`src/rtl/serial_as_pkg.sv`:
```
// Shared types and constants for the bit-serial adder/subtractor.
// Holds the control FSM encoding and the operation-select codes.
package serial_as_pkg;

    typedef enum logic [1:0] {
        IDLE  = 2'd0,
        SHIFT = 2'd1,
        DONE  = 2'd2
    } state_t;

    localparam logic MODE_ADD = 1'b0;
    localparam logic MODE_SUB = 1'b1;

endpackage

```
`src/rtl/fa_fs_bit.sv`:
```
// Single-bit full adder / full subtractor cell, purely combinational.
// The sum/difference bit is identical for both modes; only the carry-out differs.
module fa_fs_bit
    import serial_as_pkg::*;
(
    input  logic x,
    input  logic y,
    input  logic c,
    input  logic mode,
    output logic s,
    output logic c_out
);

    // Borrow is the carry equation with the minuend bit inverted.
    logic x_eff;

    assign x_eff = (mode == MODE_SUB) ? ~x : x;
    assign s     = x ^ y ^ c;
    assign c_out = (x_eff & y) | (y & c) | (c & x_eff);

endmodule

```
`src/rtl/serial_add_sub.sv`:
```
// Bit-serial adder/subtractor: one bit per clock, LSB first, through a single
// bit cell with a registered carry/borrow. done pulses one cycle after the last bit.
module serial_add_sub
    import serial_as_pkg::*;
#(
    parameter int WIDTH = 8
) (
    input  logic             clk,
    input  logic             rst,
    input  logic             start,
    input  logic             mode,
    input  logic [WIDTH-1:0] a,
    input  logic [WIDTH-1:0] b,
    output logic             busy,
    output logic             done,
    output logic [WIDTH-1:0] result,
    output logic             cout
);

    localparam int CNT_W = $clog2(WIDTH);
    localparam logic [CNT_W-1:0] CNT_LAST = CNT_W'(WIDTH - 1);

    state_t             state_q;
    state_t             state_d;
    logic [WIDTH-1:0]   a_q;
    logic [WIDTH-1:0]   b_q;
    logic               mode_q;
    logic               carry_q;
    logic [CNT_W-1:0]   cnt_q;
    logic [WIDTH-1:0]   result_q;
    logic               cout_q;
    logic               bit_s;
    logic               bit_c;
    logic               last_bit;

    assign last_bit = (cnt_q == CNT_LAST);

    fa_fs_bit u_cell (
        .x     (a_q[0]),
        .y     (b_q[0]),
        .c     (carry_q),
        .mode  (mode_q),
        .s     (bit_s),
        .c_out (bit_c)
    );

    always_ff @(posedge clk or posedge rst) begin
        if (rst) begin
            state_q <= IDLE;
        end else begin
            state_q <= state_d;
        end
    end

    always_comb begin
        state_d = state_q;
        case (state_q)
            IDLE:    if (start) state_d = SHIFT;
            SHIFT:   if (last_bit) state_d = DONE;
            DONE:    state_d = IDLE;
            default: state_d = IDLE;
        endcase
    end

    always_comb begin
        busy = 1'b0;
        done = 1'b0;
        case (state_q)
            SHIFT:   busy = 1'b1;
            DONE:    done = 1'b1;
            default: ;
        endcase
    end

    // Operands shift out LSB first while result bits enter at the MSB end,
    // so after WIDTH cycles result holds the full word in natural order.
    always_ff @(posedge clk or posedge rst) begin
        if (rst) begin
            a_q      <= '0;
            b_q      <= '0;
            mode_q   <= MODE_ADD;
            carry_q  <= 1'b0;
            cnt_q    <= '0;
            result_q <= '0;
            cout_q   <= 1'b0;
        end else begin
            case (state_q)
                IDLE: begin
                    if (start) begin
                        a_q      <= a;
                        b_q      <= b;
                        mode_q   <= mode;
                        carry_q  <= 1'b0;
                        cnt_q    <= '0;
                        result_q <= '0;
                    end
                end
                SHIFT: begin
                    result_q <= {bit_s, result_q[WIDTH-1:1]};
                    a_q      <= {1'b0, a_q[WIDTH-1:1]};
                    b_q      <= {1'b0, b_q[WIDTH-1:1]};
                    carry_q  <= bit_c;
                    cnt_q    <= cnt_q + CNT_W'(1);
                    if (last_bit) begin
                        cout_q <= bit_c;
                    end
                end
                default: ;
            endcase
        end
    end

    assign result = result_q;
    assign cout   = cout_q;

endmodule

```
`config.mk`:
```
export PLATFORM = sky130hd
export DESIGN_NAME = serial_add_sub
export DESIGN_NICKNAME = d
export VERILOG_FILES = /design/src/rtl/serial_as_pkg.sv /design/src/rtl/fa_fs_bit.sv /design/src/rtl/serial_add_sub.sv
export SDC_FILE = /design/constraint.sdc
export NUM_CORES = 1
export LEC_CHECK = 0
export CORE_UTILIZATION = 33
export CTS_CLUSTER_DIAMETER = 30
export DETAILED_ROUTE_END_ITERATION = 16
export PLACE_DENSITY = 0.53
export SYNTH_ARGS = -nofsm -noshare
export SYNTH_HDL_FRONTEND = slang
export SYNTH_SLANG_ARGS = --single-unit
```
`constraint.sdc`:
```
create_clock -name clk -period 2.4 [get_ports clk]
set_input_delay 0.72 -clock clk [delete_from_list [all_inputs] [get_ports clk]]
set_output_delay 0.72 -clock clk [all_outputs]
set_load 0.05 [all_outputs]
```
==> flow_summary.json <==
{
  "crit_family": "buffers and inverters",
  "fin_area_sq_mm": 0.00198,
  "core_sq_mm": 0.00438,
  "ys_ff_latch": 32,
  "utilization_pct": 45.3,
  "routabilityCongestion": 0.738,
  "switchingPower_uw": 931,
  "synth-seq-area-share_pct": 52.8,
  "via_per_inst": 4.95,
  "clock.fmax_mhz": 456,
  "tightest_slew_ns": 0.598,
  "min_period_ns": 2.19,
  "crit_arrival_ns": 1.47,
  "fp.dieW_um": 69.8,
  "fillerInstances": 418,
  "dp_hpwl_um": 1990,
  "path_cells": "clkdlybuf4s50_1",
  "die-area_sq_mm": 0.00487,
  "nets": 196,
  "slew_headroom_pct": 60.0,
  "synth.mux.area_fraction_pct": 3.13,
  "numCtsBuffers": 5,
  "synthToLayoutAreaGrowth_pct": 30.7,
  "layout_common_cells": "dfrtp_1 (32), clkdlybuf4s50_1 (28), o21ai_1 (17)",
  "grt_pass1_wl_um": 5050,
  "power_frac_comb_pct": 43.4,
  "htree_levels": 2,
  "worst-path-buf-inv": 1,
  "synth_top_cell_by_area": "dfrtp_1",
  "routed_wl_um": 2880,
  "endpoint_kind": "output port",
  "pre_cts_slack_ns": 0.226,
  "syn_area_per_cell_sq_um": 10.8,
  "cts.reportedPaths.clkPinSlew_ns": 0.07,
  "cp_data_required_time_ns": 1.68,
  "grt_usage_pct": 13.5,
  "hold_ws_ns": 0.487,
  "cts_sinks": 32,
  "hp-class": "reg2reg",
  "netlist_area_sq_mm": 0.00152,
  "synth_top_area_share_pct": 52.8,
  "dieHeight_um": 69.8,
  "totalPowerFinal_mw": 2.46,
  "critical_path_peak_fanout": 3,
  "place_inst": 219,
  "post_cts_buffers": 0,
  "insertion_delay_ns": 0.28,
  "finalNonFillerCells": 227,
  "vdd_drop_max_mv": 0.503,
  "cts-hold-fix-buffers": 0,
  "setup_viol": 0,
  "clkPwrFrac_pct": 20.6,
  "ys_top_cells_by_area": "dfrtp_1 (53%), and3b_1 (8.1%), a22o_1 (5.8%)",
  "synth_compound_area_share_pct": 17.9,
  "p_sw_share_pct": 37.8,
  "synth_top_family_by_area": "compound AO/OA/AOI/OAI gates",
  "fin_skew_ns": 0.00569,
  "drtPass1Iterations": 4,
  "clock_path_buffers": 2,
  "rsz0062_at_grt": "false",
  "synth_simple_gate_area_share_pct": 17.0,
  "num_rows": 24,
  "status": "finished, final reports clean",
  "mostFrequentLayoutCell": "dfrtp_1",
  "grt_pass1_vias": 1115,
  "syn_inst": 141,
  "drt_iter0_drc": 58,
  "io_pins": 31,
  "tns_ns": 0,
  "fin_ws_ns": 0.209,
  "internal-power_mw": 1.53,
  "cts_tree": "done",
  "grt_max_degree": 33,
  "pwr-share-seq_pct": 36.0,
  "finalCritPeriodShare_pct": 91.3,
  "diodes": 0,
  "synthAdderAreaFrac_pct": 2.39,
  "drv_cap": 0,
  "cts_resized": 0,
  "synth.distinct_cells": 26,
  "leakagePower_nw": 0.925,
  "critPathMaxStageDelay_ns": 0.81,
  "cts_root_buffer": "clkbuf_8",
  "antenna_found_initial": 0,
  "worstSetupStartpointType": "register",
  "hold_viol": 0,
  "ys_warn_count": 0,
  "routedWlPerCell_um": 12.7,
  "drcViolationCount": 0,
  "vias": 1123,
  "final_antenna_net_count": 0,
  "numPortBuffers": 30,
  "placed_area_sq_mm": 0.00187,
  "path_class": "reg2out",
  "synth_nets": 163,
  "overflow": 0,
  "report.final.slew_viol_count": 0,
  "slowest_stage": "clkdlybuf4s50_1",
  "synth-xor-area-share_pct": 1.73,
  "drive_gt1_share_pct": 13.1,
  "power_density_mw_per_mm2": 1240,
  "initial_core_util_pct": 34.6
}
## registers in the layout, summed over array words and instances (netlist names)
signal,flops
a_q,8
b_q,8
carry_q,1
cnt_q,3
cout,1
mode_q,1
result,8
state_q,2
## power by group through the flow
stage               Clock (mW)  Sequential [mW]  Combinational [mW]
finish                   0.506            0.888                1.07
global route             0.543            0.922                1.16
CTS                      0.522            0.891                1.08
detailed placement           0            0.897                1.09
global placement             0            0.893                1.06
floorplan                    0             1.07               0.609
## worst paths after layout
check,start,end,slack (ns),depth (start not counted)
worst min register to register,b_q[2]$_DFFE_PP0P_,b_q[2]$_DFFE_PP0P_,0.49,2
min in group asynchronous,rst,result[5]$_DFFE_PP0P_,0.82,3
worst max-delay path,result[3]$_DFFE_PP0P_,result[3],0.21,1
worst max register to register,state_q[0]$_DFFE_PP0P_,cnt_q[0]$_DFFE_PP0P_,0.90,3
max in group asynchronous,rst,a_q[5]$_DFFE_PP0P_,1.29,3
worst min-delay path,b_q[2]$_DFFE_PP0P_,b_q[2]$_DFFE_PP0P_,0.49,2
## area by class of cell
cell class              instances  area [sq um]  area share (%)
clock buffers                   5          68.8            3.47
flip-flops and latches         32           801            40.4
repair buffers                 37           360            18.2
well taps                      52          65.1            3.28
clock inverters                 3          42.5            2.14
multi-input cells              96           639            32.2
inverters                       2          7.51           0.378
## cell families after synthesis
kind of cell,count (synthesis)
DFF,32
xor gates and xnor gates,3
AOI/OAI and AO/OA,44
muxes,4
and+or+nand+nor,42
adders and majority gates,3
buffers and inverters,13
## layer usage
layer / GRT usage [%] / up-vias / part of all wire, % / wire length [um]
met3: 4.36 / 7 / 5.0 / 145
met1: 17.6 / 525 / 48 / 1390
met4: 7.33 / 0 / 2.4 / 70
li1: - / 563 / - / -
met5: 0 / - / 0 / 0
met2: 20.0 / 28 / 44 / 1270
## worst min-delay path, delay by kind of cell (launching register included)
kind             cells  cell delay, ns
AO/OA/AOI/OAI        1            0.06
flip-flops           1            0.34
AND/OR/NAND/NOR      1            0.05
## Yosys cell counts (all sizes together)
cell type / number
o21bai: 1
mux2: 3
dfrtp: 32
nand3: 3
inv: 2
nand2: 16
ha: 2
a22o: 10
buf: 11
and3b: 14
a21oi: 16
and2: 2
maj3: 1
nor2: 1
o21ai: 17
xor2: 1
xnor2: 2
and2b: 1
nor2b: 5
mux2i: 1
Power figures use the tool's default switching activity.
